**src/rtl/fetch_stage_if.sv**
```systemverilog
// Fetch-stage bundle: PC handshake, imem request/response and decode-facing valid/ready channel.
// master is the fetch stage itself; slave is the surrounding PC/imem/decode environment.
interface fetch_stage_if #(
   parameter int ADDR_W = 32,
   parameter int DATA_W = 32
);
   logic [ADDR_W-1:0] pc_in;
   logic              pc_advance;
   logic [ADDR_W-1:0] pc_next;
   logic              flush;
   logic              req_valid;
   logic              req_ready;
   logic [ADDR_W-1:0] req_addr;
   logic              resp_valid;
   logic [DATA_W-1:0] resp_data;
   logic              if_valid;
   logic              if_ready;
   logic [ADDR_W-1:0] if_pc;
   logic [ADDR_W-1:0] if_pc_plus4;
   logic [DATA_W-1:0] if_instr;
   logic              fetch_fault;

   modport master (
      input  pc_in, flush, req_ready, resp_valid, resp_data, if_ready,
      output pc_advance, pc_next, req_valid, req_addr,
             if_valid, if_pc, if_pc_plus4, if_instr, fetch_fault
   );

   modport slave (
      output pc_in, flush, req_ready, resp_valid, resp_data, if_ready,
      input  pc_advance, pc_next, req_valid, req_addr,
             if_valid, if_pc, if_pc_plus4, if_instr, fetch_fault
   );
endinterface

```
**src/rtl/fetch_stage.sv**
```systemverilog
// Instruction fetch: issues in-order imem reads from pc_in into a DEPTH-entry tagged buffer; accept->if_valid is 2 cycles.
// Issue stalls when the buffer is full, on flush or fault; decode backpressure holds entries; flush drops in-flight data.
module fetch_stage #(
   parameter int ADDR_W = 32,
   parameter int DATA_W = 32,
   parameter int DEPTH  = 2
) (
   input  logic          clk,
   input  logic          reset,
   fetch_stage_if.master fif
);
   localparam int PTR_W = $clog2(DEPTH);
   // Headroom for several back-to-back flushes while a slow memory still owes responses.
   localparam int DROP_W = PTR_W + 4;
   localparam logic [PTR_W:0] DEPTH_C = (PTR_W+1)'(DEPTH);
   localparam logic [PTR_W:0] CNT1    = (PTR_W+1)'(1);

   localparam logic [1:0] ST_EMPTY = 2'd0;
   localparam logic [1:0] ST_WAIT  = 2'd1;
   localparam logic [1:0] ST_READY = 2'd2;

   logic [1:0]        st_q    [DEPTH];
   logic [ADDR_W-1:0] pc_q    [DEPTH];
   logic [DATA_W-1:0] instr_q [DEPTH];
   logic [PTR_W-1:0]  rd_ptr;
   logic [PTR_W-1:0]  wr_ptr;
   logic [DROP_W-1:0] drop_cnt;
   logic              fault_q;

   logic [PTR_W:0]    n_occ;
   logic [PTR_W:0]    n_wait;
   logic              wait_found;
   logic [PTR_W-1:0]  wait_idx;
   logic [PTR_W-1:0]  scan_idx;
   logic [DROP_W-1:0] drop_sum;
   logic [DROP_W-1:0] drop_next;
   logic              aligned;
   logic              accept;
   logic              fill;
   logic              pop;

   // Entries sit in ring order from rd_ptr: READY ones first, then WAIT ones.
   always_comb begin
      n_occ      = '0;
      n_wait     = '0;
      wait_found = 1'b0;
      wait_idx   = rd_ptr;
      scan_idx   = rd_ptr;
      for (int i = 0; i < DEPTH; i++) begin
         if (st_q[i] != ST_EMPTY) n_occ = n_occ + CNT1;
         if (st_q[i] == ST_WAIT)  n_wait = n_wait + CNT1;
      end
      for (int i = 0; i < DEPTH; i++) begin
         scan_idx = rd_ptr + PTR_W'(i);
         if (!wait_found && st_q[scan_idx] == ST_WAIT) begin
            wait_found = 1'b1;
            wait_idx   = scan_idx;
         end
      end
      drop_sum  = drop_cnt + DROP_W'(n_wait);
      drop_next = (fif.resp_valid && drop_sum != '0) ? drop_sum - DROP_W'(1) : drop_sum;
   end

   assign aligned         = (fif.pc_in[1:0] == 2'b00);
   assign fif.req_valid   = !reset && !fif.flush && !fault_q && aligned && (n_occ < DEPTH_C);
   assign accept          = fif.req_valid && fif.req_ready;
   assign fif.pc_advance  = accept;
   assign fif.pc_next     = fif.pc_in + ADDR_W'(4);
   assign fif.req_addr    = fif.pc_in;
   assign fill            = fif.resp_valid && (drop_cnt == '0) && wait_found;
   assign fif.if_valid    = (st_q[rd_ptr] == ST_READY) && !fif.flush;
   assign pop             = fif.if_valid && fif.if_ready;
   assign fif.if_pc       = pc_q[rd_ptr];
   assign fif.if_pc_plus4 = pc_q[rd_ptr] + ADDR_W'(4);
   assign fif.if_instr    = instr_q[rd_ptr];
   assign fif.fetch_fault = fault_q;

   always_ff @(posedge clk or posedge reset) begin
      if (reset) begin
         for (int i = 0; i < DEPTH; i++) begin
            st_q[i]    <= ST_EMPTY;
            pc_q[i]    <= '0;
            instr_q[i] <= '0;
         end
         rd_ptr   <= '0;
         wr_ptr   <= '0;
         drop_cnt <= '0;
         fault_q  <= 1'b0;
      end else begin
         if (!aligned) fault_q <= 1'b1;
         if (fif.flush) begin
            for (int i = 0; i < DEPTH; i++) st_q[i] <= ST_EMPTY;
            rd_ptr   <= '0;
            wr_ptr   <= '0;
            drop_cnt <= drop_next;
         end else begin
            // accept hits an EMPTY slot, fill a WAIT slot, pop a READY slot: never the same index.
            if (accept) begin
               st_q[wr_ptr] <= ST_WAIT;
               pc_q[wr_ptr] <= fif.pc_in;
               wr_ptr       <= wr_ptr + PTR_W'(1);
            end
            if (fill) begin
               st_q[wait_idx]    <= ST_READY;
               instr_q[wait_idx] <= fif.resp_data;
            end
            if (pop) begin
               st_q[rd_ptr] <= ST_EMPTY;
               rd_ptr       <= rd_ptr + PTR_W'(1);
            end
            if (fif.resp_valid && drop_cnt != '0) drop_cnt <= drop_cnt - DROP_W'(1);
         end
      end
   end
endmodule

```
**src/flat_wrapper.sv**
```systemverilog
// flat-port wrapper written by rule: the top's interface ports become plain ports
module fetch_stage_flat 
#(
   parameter int ADDR_W = 32,
   parameter int DATA_W = 32,
   parameter int DEPTH  = 2
)
  (clk, reset, fif_pc_in, fif_flush, fif_req_ready, fif_resp_valid, fif_resp_data, fif_if_ready, fif_pc_advance, fif_pc_next, fif_req_valid, fif_req_addr, fif_if_valid, fif_if_pc, fif_if_pc_plus4, fif_if_instr, fif_fetch_fault);
  fetch_stage_if #(.ADDR_W(ADDR_W), .DATA_W(DATA_W)) fif_i ();
  input  logic clk;
  input  logic reset;
  input wire logic [$bits(fif_i.pc_in)-1:0] fif_pc_in;
  input wire logic [$bits(fif_i.flush)-1:0] fif_flush;
  input wire logic [$bits(fif_i.req_ready)-1:0] fif_req_ready;
  input wire logic [$bits(fif_i.resp_valid)-1:0] fif_resp_valid;
  input wire logic [$bits(fif_i.resp_data)-1:0] fif_resp_data;
  input wire logic [$bits(fif_i.if_ready)-1:0] fif_if_ready;
  output wire logic [$bits(fif_i.pc_advance)-1:0] fif_pc_advance;
  output wire logic [$bits(fif_i.pc_next)-1:0] fif_pc_next;
  output wire logic [$bits(fif_i.req_valid)-1:0] fif_req_valid;
  output wire logic [$bits(fif_i.req_addr)-1:0] fif_req_addr;
  output wire logic [$bits(fif_i.if_valid)-1:0] fif_if_valid;
  output wire logic [$bits(fif_i.if_pc)-1:0] fif_if_pc;
  output wire logic [$bits(fif_i.if_pc_plus4)-1:0] fif_if_pc_plus4;
  output wire logic [$bits(fif_i.if_instr)-1:0] fif_if_instr;
  output wire logic [$bits(fif_i.fetch_fault)-1:0] fif_fetch_fault;
  assign fif_i.pc_in = fif_pc_in;
  assign fif_i.flush = fif_flush;
  assign fif_i.req_ready = fif_req_ready;
  assign fif_i.resp_valid = fif_resp_valid;
  assign fif_i.resp_data = fif_resp_data;
  assign fif_i.if_ready = fif_if_ready;
  assign fif_pc_advance = fif_i.pc_advance;
  assign fif_pc_next = fif_i.pc_next;
  assign fif_req_valid = fif_i.req_valid;
  assign fif_req_addr = fif_i.req_addr;
  assign fif_if_valid = fif_i.if_valid;
  assign fif_if_pc = fif_i.if_pc;
  assign fif_if_pc_plus4 = fif_i.if_pc_plus4;
  assign fif_if_instr = fif_i.if_instr;
  assign fif_fetch_fault = fif_i.fetch_fault;
  fetch_stage #(.ADDR_W(ADDR_W), .DATA_W(DATA_W), .DEPTH(DEPTH)) u_core (.clk(clk), .reset(reset), .fif(fif_i));
endmodule
```
**config.mk**
```make
export PLATFORM = sky130hd
export DESIGN_NAME = fetch_stage_flat
export DESIGN_NICKNAME = d
export VERILOG_FILES = /design/src/rtl/fetch_stage_if.sv /design/src/rtl/fetch_stage.sv /design/src/flat_wrapper.sv
export SDC_FILE = /design/constraint.sdc
export NUM_CORES = 1
export LEC_CHECK = 0
export CAP_MARGIN = 5
export CORE_MARGIN = 5
export CORE_UTILIZATION = 44
export CTS_CLUSTER_DIAMETER = 30
export DETAILED_ROUTE_END_ITERATION = 8
export HOLD_SLACK_MARGIN = 0.12
export PLACE_DENSITY = 0.78
export SLEW_MARGIN = 10
export SYNTH_ARGS = -nofsm -noshare
export SYNTH_HDL_FRONTEND = slang
export SYNTH_SLANG_ARGS = --single-unit
```
**constraint.sdc**
```tcl
create_clock -name clk -period 4.8 [get_ports clk]
set_clock_uncertainty 0.2 [all_clocks]
set_input_delay 0.72 -clock clk [delete_from_list [all_inputs] [get_ports clk]]
set_output_delay 0.72 -clock clk [all_outputs]
set_load 0.05 [all_outputs]
```
==> results of run 1 <==
registers in the layout, summed over array words and instances, names as in the netlist:
| register | count |
|---|---|
| u_core.pc_q | 64 |
| u_core.rd_ptr | 1 |
| u_core.st_q | 4 |
| u_core.wr_ptr | 1 |
| u_core.drop_cnt | 5 |
| u_core.fif.fetch_fault | 1 |
| u_core.instr_q | 64 |
layout make-up:
cell class                 instances  share of cell area (%)
clock buffer                      19                   3.968
clock inverter                    13                   1.537
sequential                       140                   32.15
multi-input combinational        444                   36.28
tap                              229                   2.626
inverter                          28                   1.009
timing repair buffer             247                   22.43
layer usage:
layer / track usage (%) / vias to the layer above / share of wire, %
met4: 6.038 / 0 / 1.6
met2: 30.99 / 193 / 47
met3: 6.812 / 22 / 9.2
met1: 25.67 / 2848 / 42
li1: - / 2740 / -
met5: 0 / - / 0
power by group through the flow:
stage / logic, mW / registers [mW] / clock network (mW)
after floorplan: 0.328 / 1.25 / 0
after global placement: 0.478 / 1.26 / 0
after detailed placement: 0.487 / 1.26 / 0
after CTS: 0.489 / 1.24 / 1.36
after global routing: 0.527 / 1.25 / 1.41
final: 0.484 / 1.24 / 1.33
synth_stat cells, types with 3 or more instances:
library cell and count:
buf_4 42, and2_1 10, dfrtp_1 140, ha_1 9, buf_2 11, clkbuf_1 6, xnor2_1 40, nand2_1 24
a21o_1 3, and4_1 5, xor2_1 22, nand3b_1 8, nand4_1 5, o21ai_0 6, nor4_1 3, mux2i_1 16
and3_1 5, a21oi_1 10, inv_1 28, nand3_1 25, nor2_2 3, nor2b_1 9, nor2_1 24, a211oi_1 4
mux2_2 168, nor3_1 6, mux2_1 3
cells by family (layout without fill, tap and decap cells):
family | Yosys count | in the layout
AO/OA/AOI/OAI | 42 | 42
adder cells (fa/ha/maj) | 10 | 10
AND/OR/NAND/NOR | 143 | 143
buffers and inverters | 93 | 307
XOR/XNOR | 62 | 62
flip-flops | 140 | 140
multiplexers | 187 | 187
worst max-delay path by stage:
stage                                endpoint  slack [ns]  cells after the start                      start
after floorplan            fif_if_pc_plus4[8]        0.02                     12  u_core.rd_ptr$_DFFE_PP0P_
after global placement        fif_pc_next[29]        0.51                      7               fif_pc_in[8]
after detailed placement      fif_pc_next[31]        0.44                      7               fif_pc_in[8]
after CTS                 fif_if_pc_plus4[31]        0.17                      6  u_core.rd_ptr$_DFFE_PP0P_
after global routing      fif_if_pc_plus4[31]        0.06                      6  u_core.rd_ptr$_DFFE_PP0P_
final                     fif_if_pc_plus4[28]        0.28                      7  u_core.rd_ptr$_DFFE_PP0P_
timing repair:
item | 4_1_cts | 5_1_grt
endpoints found under the setup margin | 0 | 1
resized for setup | 0 | 0
buffers inserted | 0 | 1
hold buffers | 0 | 0
critical path, stage by stage (launching register included):
cell and delay [ns]:
dfrtp_4 0.63, buf_8 0.23, nand3b_1 0.23, a211oi_2 0.42
nand3_2 0.22, or4_1 0.49, xnor2_2 0.14, clkdlybuf4s50_1 0.82
==> summary.txt, run 1 <==
Ys Warns = 0
largest cells by area after synthesis = dfrtp_1 44%, mux2_2 24%, xnor2_1 4.4%, buf_4 4.0%, xor2_1 2.4%
mapped cell area = 7961 µm²
Layout area overhead = 37.03%
first-pass GRT wire length = 32010 µm
ys flop type = dfrtp_1
PnR worst setup slack = 0.2778 ns
total wire length = 20470 µm
Post-synth EDFFs = 0
commonest non-fill, non-tap cell in the layout = clkdlybuf4s50_1
Starting Density = 44.47%
RSZ-0062 raised after global routing = false
Syn Inst Count = 677
ys async rst share = 100.0%
average size of a mapped cell = 11.76 µm²
final period demand of the worst path = 4.522 ns
crit share post-route = 94.21%
Net Sw Frac = 27.28%
largest family of logic cells by synthesized area = multiplexers
Num CTS Buffers = 17
WP data arrival = 3.60 ns
DP Worst Slack = 0.4378 ns
placer congestion estimate = 0.7858
Synth cell types = 60
ant diodes = 0
vias in the first global route = 5967
crit path kind = flop to output port
# IOs = 234
Final Power = 3.055 mW
sequential cell area fraction in the yosys report = 44.00%
row count = 49
Clock power frac = 43.5%
routed len/inst = 18.28 µm
Mapped Nets = 757
Min-Delay Path Class = flop to flop
Leak Pwr = 5.062 nW
maximum fanout along the worst path = 18
Routed Antenna Nets = 0
max-cap viol count = 0
worst hold slack = 0.2873 ns
r2r worst-path depth = 9
Final Hold Fails = 0
WHS Path Cells = 1
Max Freq = 221.1 MHz
simple-gate share of the synthesized area = 10.15%
switching pwr = 0.8334 mW
post-route cell area = 10910 µm²
R2R Path Start = u_core.st_q[0]$_DFF_PP0_
Worst Hold Endpoint = u_core.pc_q[1]$_DFFE_PP0P_
Yosys reg bits = 140
combinational fraction of design power = 15.8%
Final Max Slew Viols = 0
Final #Nets = 958
Worst-Margin Slew = 0.9065 ns
XOR/XNOR Fraction of Synth Area = 6.821%
multiplexer share of the synthesized area = 26.20%
Synth Area in Adders = 1.666%
CTS Sinks = 140
top cell type's share of synthesized area = 44.00%
R2R Setup Slk = 1.63 ns
drc violations = 0
hpwl dp = 15060 µm
power per cell area = 280.0 nW/µm²
CTS clock-pin slew for the worst setup and hold paths = 0.06 ns
Root Driver = clkbuf_16
type of origin of the critical path = flop
post-synth top area cell = dfrtp_1
cell count after placement = 1087
largest net degree at the start of global routing = 102
outcome = completed
crit end category = output port
relative slew slack = 39.56%
die width = 144.5 µm
share of layout cells above drive strength 1 = 27.05%
hold path start = u_core.pc_q[1]$_DFFE_PP0P_
initial antenna violation count = 0
Final Core Density = 60.94%
vias post-DR = 5803
first-pass iteration count of the detailed router = 4
worst reg2reg path endpoint = u_core.drop_cnt[1]$_DFFE_PP0P_
Placed Area = 10290 µm²
clock buffer depth = 2
Vert. Die Dim = 144.5 µm
CTS H-tree lvls = 4
post-DR vias/cell = 5.181
sequential cell area = 3507 µm²
all-layer global routing usage = 19.67%
PortBufs = 233
VDD IR max = 0.0002191 V
setup tns final = 0 ns
area of the multi-input gates = 3958 µm²
Worst EP required = 3.88 ns
fin cells = 1120
Seq pwr share = 40.7%
P_int = 2.221 mW
CTS tree = yes
Setup-failing EPs final = 0
commonest non-fill, non-tap cells in the layout = 229 x clkdlybuf4s50_1, 168 x mux2_2, 139 x dfrtp_1
DR iter-0 viols = 227
clk_lat worst skew = 0.41 ns
Compound-Gate Fraction of Synth Area = 4.008%
full die area = 20880 µm²
core footprint = 17900 µm²
global route overflow = 0
total of fill cells in the finished design = 1464
No activity file was read; power rests on OpenSTA's default activity.
==> inputs of run 2 (changes only) <==
--- a/config.mk
+++ b/config.mk
@@ -6,7 +6,6 @@
 export NUM_CORES = 1
 export LEC_CHECK = 0
 export CAP_MARGIN = 5
-export CORE_MARGIN = 5
 export CORE_UTILIZATION = 44
 export CTS_CLUSTER_DIAMETER = 30
 export DETAILED_ROUTE_END_ITERATION = 8
==> run 2 against run 1 <==
  * Cell area fell by 0.44%
  * Combinational power barely moved
  * Setup slack improved by 0.060 ns
  * Global-route usage rose by 1.6 points
  * Total power fell by 0.59%
  * Critical path depth rose by 1
  * Largest cell class unchanged
  * Largest power group unchanged
==> summary.txt, run 2 (synthesis gave the netlist of run 1 again) <==
Root Driver = clkbuf_16
first-pass iteration count of the detailed router = 4 (unchanged)
hold_buf cts = 0 (unchanged)
area of the multi-input gates = 3958 µm² (unchanged)
# IOs = 234 (unchanged)
placer congestion estimate = 0.8312 (+5.8%)
commonest non-fill, non-tap cells in the layout = 229 x clkdlybuf4s50_1, 168 x mux2_2, 139 x dfrtp_1
total of fill cells in the finished design = 1452 (-0.82%)
global route overflow = 0 (unchanged)
Num CTS Buffers = 17 (unchanged)
initial antenna violation count = 0 (unchanged)
clock buffer depth = 2 (unchanged)
Routed Antenna Nets = 0 (unchanged)
worst reg2reg path endpoint = u_core.drop_cnt[1]$_DFFE_PP0P_
drc violations = 0 (unchanged)
R2R Setup Slk = 1.61 ns (-0.02 ns)
r2r worst-path depth = 10 (+1)
DR iter-0 viols = 266 (+17%)
Worst EP required = 3.88 ns (about the same)
PortBufs = 233 (unchanged)
max-cap viol count = 0 (unchanged)
critical-path cell list = mux2i_2 > inv_1 > ha_1 > and2_1 > nand4_4 > or4_1 > xnor2_2 > clkdlybuf4s50_1
setup tns final = 0 ns (unchanged)
R2R Path Start = u_core.st_q[3]$_DFF_PP0_
hold path start = u_core.instr_q[59]$_DFFE_PP0P_
hpwl dp = 14040 µm (-6.8%)
WP data arrival = 3.54 ns (-0.06 ns)
WHS Path Cells = 1 (unchanged)
Worst path max stage delay = 0.81 ns (about the same)
crit end category = output port
Worst Hold Endpoint = u_core.instr_q[59]$_DFFE_PP0P_
routed len/inst = 17.47 µm (-4.4%)
power per cell area = 279.6 nW/µm² (-0.15%)
row count = 48 (-2.0%)
CTS H-tree lvls = 4 (unchanged)
Vert. Die Dim = 136.5 µm (-5.5%)
vias post-DR = 5782 (-0.36%)
outcome = completed
CTS clock-pin slew for the worst setup and hold paths = 0.06 ns (about the same)
first-pass GRT wire length = 30490 µm (-4.7%)
maximum fanout along the worst path = 21 (+3)
delay-heaviest family, CP = simple AND/OR/NAND/NOR gates
Regs by FF count = u_core.instr_q: 64 flops, u_core.pc_q: 64 flops, u_core.drop_cnt: 5 flops
commonest non-fill, non-tap cell in the layout = clkdlybuf4s50_1
Final Core Density = 62.15% (+1.2 points)
type of origin of the critical path = flop
Layout area overhead = 36.43%
all-layer global routing usage = 21.23% (+1.6 points)
CP max stage cell = clkdlybuf4s50_1
total wire length = 19440 µm (-5.0%)
final period demand of the worst path = 4.462 ns (-0.06006 ns)
full die area = 18640 µm² (-11%)
core footprint = 17480 µm² (-2.4%)
VDD IR max = 0.0002536 V (+16%)
Setup-failing EPs final = 0 (unchanged)
Bufs and invs on worst path = 2 (unchanged)
RSZ-0062 raised after global routing = false
CTS Sinks = 140 (unchanged)
clk_lat worst skew = 0.42 ns (about the same)
Max Freq = 224.1 MHz (+1.3%)
Leak Pwr = 5.043 nW (-0.38%)
die width = 136.5 µm (-5.5%)
share of layout cells above drive strength 1 = 27.03% (about the same)
Final Hold Fails = 0 (unchanged)
Final #Nets = 955 (-0.31%)
vias in the first global route = 5789 (-3.0%)
Worst-Margin Slew = 0.8944 ns (-0.01217 ns)
crit share post-route = 92.96% (-1.3 points)
CTS tree = yes
largest net degree at the start of global routing = 100 (-2.0%)
Final Max Slew Viols = 0 (unchanged)
sequential cell area = 3507 µm² (unchanged)
crit path kind = flop to output port
relative slew slack = 40.38% (+0.81 points)
Min-Delay Path Class = flop to flop
Starting Density = 45.55% (+1.1 points)
ant diodes = 0 (unchanged)
post-DR vias/cell = 5.195 (+0.26%)
run 2: cell count changes in the layout (fill, tap and decap cells not counted), sizes merged:
cell,before,now
clkbuf,19,18
clkinv,6,2
buf,18,15
bufinv,3,1
inv,30,37
run 2: power breakdown:
group	leakage (nW)	internal (mW)	total, mW	switching, mW
Sequential	1.94	1.20	1.25	0.0429
Combinational	2.82	0.196	0.481	0.285
Clock	0.285	0.749	1.31	0.562
run 2: metal layers:
layer | GRT usage [%] | up-vias | wire length, µm
met3 | 5.259 | 31 | 1240
li1 | - | 2736 | -
met1 | 27.54 | 2841 | 8458
met2 | 34.35 | 174 | 9303
met5 | 0 | - | 0
met4 | 7.593 | 0 | 438
run 2: how the worst max path moves through the flow:
stage                               from             endpoint  slack [ns]  depth (start not counted)
6_report       u_core.rd_ptr$_DFFE_PP0P_  fif_if_pc_plus4[28]        0.34                          8
5_1_grt        u_core.rd_ptr$_DFFE_PP0P_  fif_if_pc_plus4[28]        0.15                          8
4_1_cts        u_core.rd_ptr$_DFFE_PP0P_  fif_if_pc_plus4[28]        0.15                          7
3_5_place_dp                fif_pc_in[5]      fif_pc_next[25]        0.45                          7
3_3_place_gp                fif_pc_in[9]      fif_pc_next[29]        0.50                          7
2_1_floorplan  u_core.rd_ptr$_DFFE_PP0P_   fif_if_pc_plus4[8]        0.02                         12
run 2: final cells by class:
class	count	share of cell area (%)
Clock buffer	18	4.043
Clock inverter	14	1.371
Inverter	28	1.014
Multi-Input combinational cell	444	36.44
Sequential cell	140	32.29
Tap cell	225	2.592
Timing Repair Buffer	244	22.26
run 2: through the flow:
stage	area (µm²)	std cells	hold WS [ns]	worst slack, ns	power [mW]
2_1_floorplan	8025	677	0.2474	0.01759	1.575
3_3_place_gp	10250	1080	0.2631	0.5005	1.737
3_5_place_dp	10250	1080	0.2761	0.4477	1.745
4_1_cts	10840	1112	0.2893	0.1497	3.055
5_1_grt	10860	1113	0.3081	0.1504	3.155
6_report	10860	1113	0.2851	0.3379	3.037
run 2: repair_timing:
| item | CTS | global route |
|---|---|---|
| setup buffers | 0 | 1 |
| setup endpoints to repair | 0 | 1 |
| gates resized for setup | 0 | 0 |
| hold endpoints to repair | 0 | 0 |
